## src/rtl/dct_pkg.sv

```systemverilog
// dct_pkg: shared sizes, read FSM states and zigzag tables for the 8x8 zigzag reader
package dct_pkg;
    localparam int DATA_W = 12;
    localparam int BLK_N = 8;
    localparam int BLK_SZ = 64;
    localparam logic [5:0] MAX_IDX = 6'd63;

    typedef enum logic {IDLE, DRAIN} rd_state_t;

    localparam int ZZ_TABLE [BLK_SZ] = '{
         0,  1,  8, 16,  9,  2,  3, 10,
        17, 24, 32, 25, 18, 11,  4,  5,
        12, 19, 26, 33, 40, 48, 41, 34,
        27, 20, 13,  6,  7, 14, 21, 28,
        35, 42, 49, 56, 57, 50, 43, 36,
        29, 22, 15, 23, 30, 37, 44, 51,
        58, 59, 52, 45, 38, 31, 39, 46,
        53, 60, 61, 54, 47, 55, 62, 63
    };

    localparam int ZZ_INV [BLK_SZ] = '{
         0,  1,  5,  6, 14, 15, 27, 28,
         2,  4,  7, 13, 16, 26, 29, 42,
         3,  8, 12, 17, 25, 30, 41, 43,
         9, 11, 18, 24, 31, 40, 44, 53,
        10, 19, 23, 32, 39, 45, 52, 54,
        20, 22, 33, 38, 46, 51, 55, 60,
        21, 34, 37, 47, 50, 56, 59, 61,
        35, 36, 48, 49, 57, 58, 62, 63
    };
endpackage

```

## src/rtl/dct_pingpong_bank.sv

```systemverilog
// dct_pingpong_bank: two 64-entry coefficient banks with row writes, element reads and full flags (EOB tracking under DCT_ZIGZAG_EOB_EN)
module dct_pingpong_bank
    import dct_pkg::*;
(
    input  logic                    clk,
    input  logic                    rst,
    input  logic                    in_en,
    input  logic [8*DATA_W-1:0]     coef_in,
    input  logic [1:0]              clr,
    input  logic                    rd_sel,
    input  logic [5:0]              rd_addr,
    output logic [DATA_W-1:0]       rd_data,
    output logic [1:0]              full,
    output logic                    in_ready,
    output logic                    overflow,
    output logic [1:0][5:0]         last_idx
);
    logic [DATA_W-1:0] mem [2][BLK_SZ];
    logic wr_bank, wr;
    logic [2:0] row;
    logic [1:0] set;

    // a row lands only when the write bank has room; the 8th row marks the bank full
    always_comb begin
        wr = in_en && !full[wr_bank];
        set = (wr && row == 3'd7) ? (wr_bank ? 2'b10 : 2'b01) : 2'b00;
    end

    // row storage: eight elements written side by side at raster row*8+col
    always_ff @(posedge clk) begin
        if (wr)
            for (int j = 0; j < BLK_N; j++)
                mem[wr_bank][{row, 3'(j)}] <= coef_in[j*DATA_W +: DATA_W];
    end

    // fill bookkeeping: full flags, write bank, row counter and sticky drop flag
    always_ff @(posedge clk) begin
        if (rst) begin
            full <= 2'b00;
            wr_bank <= 1'b0;
            row <= 3'd0;
            overflow <= 1'b0;
        end else begin
            full <= (full & ~clr) | set;
            if (in_en && full[wr_bank])
                overflow <= 1'b1;
            if (wr) begin
                row <= row + 3'd1;
                if (row == 3'd7)
                    wr_bank <= ~wr_bank;
            end
        end
    end

    assign rd_data = mem[rd_sel][rd_addr];
    assign in_ready = !full[wr_bank];

`ifdef DCT_ZIGZAG_EOB_EN
    logic [1:0][5:0] eob_q;
    logic [5:0] row_max;

    // running highest nonzero zigzag index; restarting at row 0 keeps DC counted
    always_comb begin
        row_max = (row == 3'd0) ? 6'd0 : eob_q[wr_bank];
        for (int j = 0; j < BLK_N; j++)
            if (coef_in[j*DATA_W +: DATA_W] != '0 && ZZ_INV[{row, 3'(j)}] > int'(row_max))
                row_max = 6'(ZZ_INV[{row, 3'(j)}]);
    end

    // per-bank end-of-block index captured alongside each row write
    always_ff @(posedge clk) begin
        if (rst)
            eob_q <= '0;
        else if (wr)
            eob_q[wr_bank] <= row_max;
    end

    assign last_idx = eob_q;
`else
    assign last_idx = {MAX_IDX, MAX_IDX};
`endif
endmodule

```

## src/rtl/dct_zigzag_reader.sv

```systemverilog
// dct_zigzag_reader: buffers 8x8 DCT row blocks in ping-pong banks and replays them in zigzag order; DCT_ZIGZAG_EOB_EN enables end-of-block truncation
module dct_zigzag_reader
    import dct_pkg::*;
(
    input  logic                     sys_clk,
    input  logic                     sys_rst,
    input  logic [8*DATA_W-1:0]      coef_in,
    input  logic                     in_en,
    output logic                     in_ready,
    output logic signed [DATA_W-1:0] coef_out,
    output logic [5:0]               out_idx,
    output logic                     out_valid,
    input  logic                     out_ready,
    output logic                     out_last,
    output logic                     out_eob,
    output logic                     overflow
);
    rd_state_t state;
    logic rd_bank, nxt_bank, fire, done, load, nxt_last, nxt_eob;
    logic [1:0] full, clr;
    logic [1:0][5:0] last_idx;
    logic [5:0] nxt_zz, rd_addr;
    logic [DATA_W-1:0] rd_data;

    dct_pingpong_bank u_bank (
        .clk      (sys_clk),
        .rst      (sys_rst),
        .in_en    (in_en),
        .coef_in  (coef_in),
        .clr      (clr),
        .rd_sel   (nxt_bank),
        .rd_addr  (rd_addr),
        .rd_data  (rd_data),
        .full     (full),
        .in_ready (in_ready),
        .overflow (overflow),
        .last_idx (last_idx)
    );

    // pick the next beat: step within the block, hop to the other full bank, or start from idle
    always_comb begin
        fire = (state == DRAIN) && out_ready;
        done = fire && out_last;
        nxt_bank = done ? ~rd_bank : rd_bank;
        nxt_zz = (fire && !out_last) ? out_idx + 6'd1 : 6'd0;
        load = (state == IDLE) ? full[rd_bank] : fire && (!out_last || full[~rd_bank]);
        clr = done ? (rd_bank ? 2'b10 : 2'b01) : 2'b00;
        rd_addr = 6'(ZZ_TABLE[nxt_zz]);
        nxt_last = nxt_zz == last_idx[nxt_bank];
`ifdef DCT_ZIGZAG_EOB_EN
        nxt_eob = nxt_last && last_idx[nxt_bank] != MAX_IDX;
`else
        nxt_eob = 1'b0;
`endif
    end

    // read FSM with registered output beat; holds everything while the consumer stalls
    always_ff @(posedge sys_clk) begin
        if (sys_rst) begin
            state <= IDLE;
            rd_bank <= 1'b0;
            out_valid <= 1'b0;
            coef_out <= '0;
            out_idx <= 6'd0;
            out_last <= 1'b0;
            out_eob <= 1'b0;
        end else begin
            if (done)
                rd_bank <= ~rd_bank;
            if (load) begin
                state <= DRAIN;
                out_valid <= 1'b1;
                coef_out <= rd_data;
                out_idx <= nxt_zz;
                out_last <= nxt_last;
                out_eob <= nxt_eob;
            end else if (done) begin
                state <= IDLE;
                out_valid <= 1'b0;
                out_last <= 1'b0;
                out_eob <= 1'b0;
            end
        end
    end
endmodule

```

## config.mk

```make
export PLATFORM = sky130hd
export DESIGN_NAME = dct_zigzag_reader
export DESIGN_NICKNAME = d
export VERILOG_FILES = /design/src/rtl/dct_pkg.sv /design/src/rtl/dct_pingpong_bank.sv /design/src/rtl/dct_zigzag_reader.sv
export SDC_FILE = /design/constraint.sdc
export NUM_CORES = 2
export LEC_CHECK = 0
export ABC_AREA = 1
export BUFFER_PORTS_ARGS = -buffer_cell sky130_fd_sc_hd__buf_2
export CELL_PAD_IN_SITES_DETAIL_PLACEMENT = 1
export CELL_PAD_IN_SITES_GLOBAL_PLACEMENT = 1
export CORE_MARGIN = 3
export CORE_UTILIZATION = 50
export DETAILED_ROUTE_END_ITERATION = 12
export PLACE_DENSITY_LB_ADDON = 0.1
export SLEW_MARGIN = 20
export SYNTH_ARGS = -nofsm -noshare
export SYNTH_HDL_FRONTEND = slang
export SYNTH_SLANG_ARGS = --single-unit
```

## constraint.sdc

```tcl
create_clock -name sys_clk -period 18.4 [get_ports sys_clk]
set_input_delay 3.68 -clock sys_clk [delete_from_list [all_inputs] [get_ports sys_clk]]
set_output_delay 3.68 -clock sys_clk [all_outputs]
set_load 0.02 [all_outputs]
```

==> impl_metrics.yaml <==
final_layout:
  drive_gt1_share_pct: 8.90
  area_growth_pct: 10.9
  mostFrequentLayoutCells: "edfxtp_1 (1536), nand3_1 (994), mux2i_1 (768)"
  final_common_cell: "edfxtp_1"
  fin_nets: 5538
  fillers: 13400
worst_setup_path:
  worst_setup_path_end_kind: "flop"
  endpoint: "coef_out[11]"
  worstPathMaxFanout: 73
  r2r-start: "out_idx[0]"
  reg2reg_slack_ns: 12.01
  rr_endpoint: "coef_out[11]"
  cp-startpoint: "out_ready"
  worst-setup-path-type: "in2reg"
  cp.arrival_ns: 9.41
  start_kind: "input pin"
  r2r_cells: 23
  worst_ep_required_time_ns: 19.09
drt:
  vias: 46800
  avgRoutedWirePerCell_um: 30.5
  drt_iter0_drc: 4791
  wl_mm: 224
  drt_first_pass_iters: 5
  viasPerCell: 6.37
  ant_nets: 0
  drcViolationCount: 0
logic_synthesis:
  synth_top_area_share_pct: 67.2
  synthesis.area_mm2: 0.0687
  synth_fp_nets: 5530
  synth_edf_count: 1536
  synth_warnings: 0
  async_reset_ff_share_pct: 0
  ys_types: 36
  synth_top_cell_by_area: "edfxtp_1"
  ys_seq_area_share_pct: 68.0
  syn_inst: 5414
  synth_top_flop_cell: "edfxtp_1"
  ys_seq_elements: 1564
  synth_area_leaders: "edfxtp_1 (67%), mux2i_1 (11%), nand3_1 (7.3%)"
  avgSynthCellArea_um2: 12.7
floorplan:
  die_w_um: 377
  rows: 135
  die_h_um: 377
  core_mm2: 0.136
  initial_core_util_pct: 50.5
  die-area_mm2: 0.142
  io_pins: 123
clock_network:
  clk-insertion-delay-late_ns: 0.80
  cts_setup_buffers: 0
  clk_path_buf_depth: 3
  clk_pin_slew_ns: 0.06
  clock_tree.root_cell: "clkbuf_16"
  numClockSinks: 1564
  cts_tree: "done"
  cts_resized: 0
  h-tree-depth: 4
  hold_buffers: 0
  numCtsBuffers: 167
sta:
  hold_ws_ns: 0.471
  fin_crit_ns: 8.72
  maxSlewViolCount: 0
  fmax_mhz: 115
  finalSetupTns_ns: 0
  finClkSkew_ns: 0.0347
  worstMarginPinSlew_ns: 1.16
  relSlewSlack_pct: 22.6
  rsz0062_at_grt: "false"
  hold_viol_final: 0
  setup_viol: 0
  fin_crit_sh_pct: 47.4
global_route:
  overflow: 0
  grt_usage_pct: 31.5
  antenna_found_initial: 23
  grt_max_degree: 145
  grt_pass1_vias: 49000
  grt_pass1_wl_mm: 327
placed_design:
  post-dp-hpwl_mm: 126
  gp_congestion: 0.796
  io_buffers: 121
run:
  cap_viol_max_count: 0
min_path:
  worstHoldPathType: "reg2reg"
power:
  vdd_drop_max_mv: 0.0997
  powerDensity_mw_per_mm2: 99.7
  p_leak_nw: 31.2
status:
  outcome: "finished, final reports clean"
cell families after synthesis:
family	synth area share, %
and+or+nand+nor	11.9
DFF	68.0
muxes	11.2
AOI/OAI and AO/OA	5.34
buffers and inverters	3.24
adders and majority gates	0.292
other	0.00546
xor gates and xnor gates	0.0128
metal layers:
| metal | track usage, % | vias up | routed length (um) |
|---|---|---|---|
| met4 | 12.7 | 4 | 9280 |
| met2 | 52.3 | 1786 | 108000 |
| met5 | 0 | - | 30 |
| li1 | - | 20100 | - |
| met3 | 5.25 | 425 | 16200 |
| met1 | 41.4 | 24500 | 90600 |
report_power, final:
part | internal [W] | switching, W | leakage (nW)
clock | 0.00184 | 0.00140 | 2.52
sequential | 0.00400 | 0.0000150 | 14.1
combinational | 0.0000678 | 0.000270 | 14.5
critical path, cell delays in order:
cell and delay [ns]:
buf_2 0.11, nand3_2 0.14, nor2_1 0.46, inv_1 0.29
ha_1 0.36, inv_1 0.11, nand3_1 0.13, nand2_1 0.10
nand2_1 0.07, nand3_1 0.15, nand3_4 0.52, nand2_8 0.58
buf_4 0.69, buf_4 0.89, nand2_1 0.15, nand3_1 0.13
nand3_1 0.11, nand3_1 0.14, nand3_1 0.14, nand3_1 0.11
nand3_1 0.09, nand2_1 0.11, inv_1 0.04
flip-flops by register name, summed over array words and instances (netlist names):
register / flops
coef_out: 12
out_idx: 6
out_last: 1
rd_bank: 1
state: 1
u_bank.full: 2
u_bank.mem: 1536
u_bank.overflow: 1
u_bank.row: 3
u_bank.wr_bank: 1
how the worst min path moves through the flow:
stage / from / endpoint / slack [ns] / depth (start not counted)
after global placement: u_bank.overflow / u_bank.overflow / 0.45 / 2
final: u_bank.overflow / u_bank.overflow / 0.47 / 2
after floorplan: u_bank.full[0] / u_bank.full[0] / 0.47 / 2
after CTS: u_bank.overflow / u_bank.overflow / 0.48 / 2
after global routing: u_bank.overflow / u_bank.overflow / 0.50 / 2
after detailed placement: u_bank.overflow / u_bank.overflow / 0.46 / 2
stage by stage:
| stage | setup slack, ns | util, % | total power, W | instance area, um2 | instances |
|---|---|---|---|---|---|
| floorplan | 9.40 | - | 0.00426 | 68700 | 5414 |
| global placement | 9.12 | 52.1 | 0.00440 | 70800 | 7031 |
| detailed placement | 8.95 | 52.1 | 0.00442 | 70900 | 7032 |
| CTS | 9.77 | 55.9 | 0.00762 | 76000 | 7338 |
| global route | 9.27 | 56.0 | 0.00780 | 76100 | 7344 |
| finish | 9.68 | 56.0 | 0.00759 | 76100 | 7350 |
synth_stat cells (all sizes together), types with 5 or more instances:
cell and count:
clkbuf 207, o21ai 703, nand2 759, nand4 5
nor2 47, inv 143, dfxtp 28, ha 16
edfxtp 1536, nand3 1002, mux2i 768, buf 168
a21oi 16
cell type report:
type	instances	area [um2]	area share [%]
tap	1781	2230	2.93
multi-input combinational	3330	20000	26.3
inverter	145	554	0.728
timing repair buffer	214	1430	1.87
clock inverter	59	435	0.572
sequential	1564	46700	61.3
antenna	10	25.0	0.0329
clock buffer	247	4750	6.24
(Power assumes the default switching activity.)
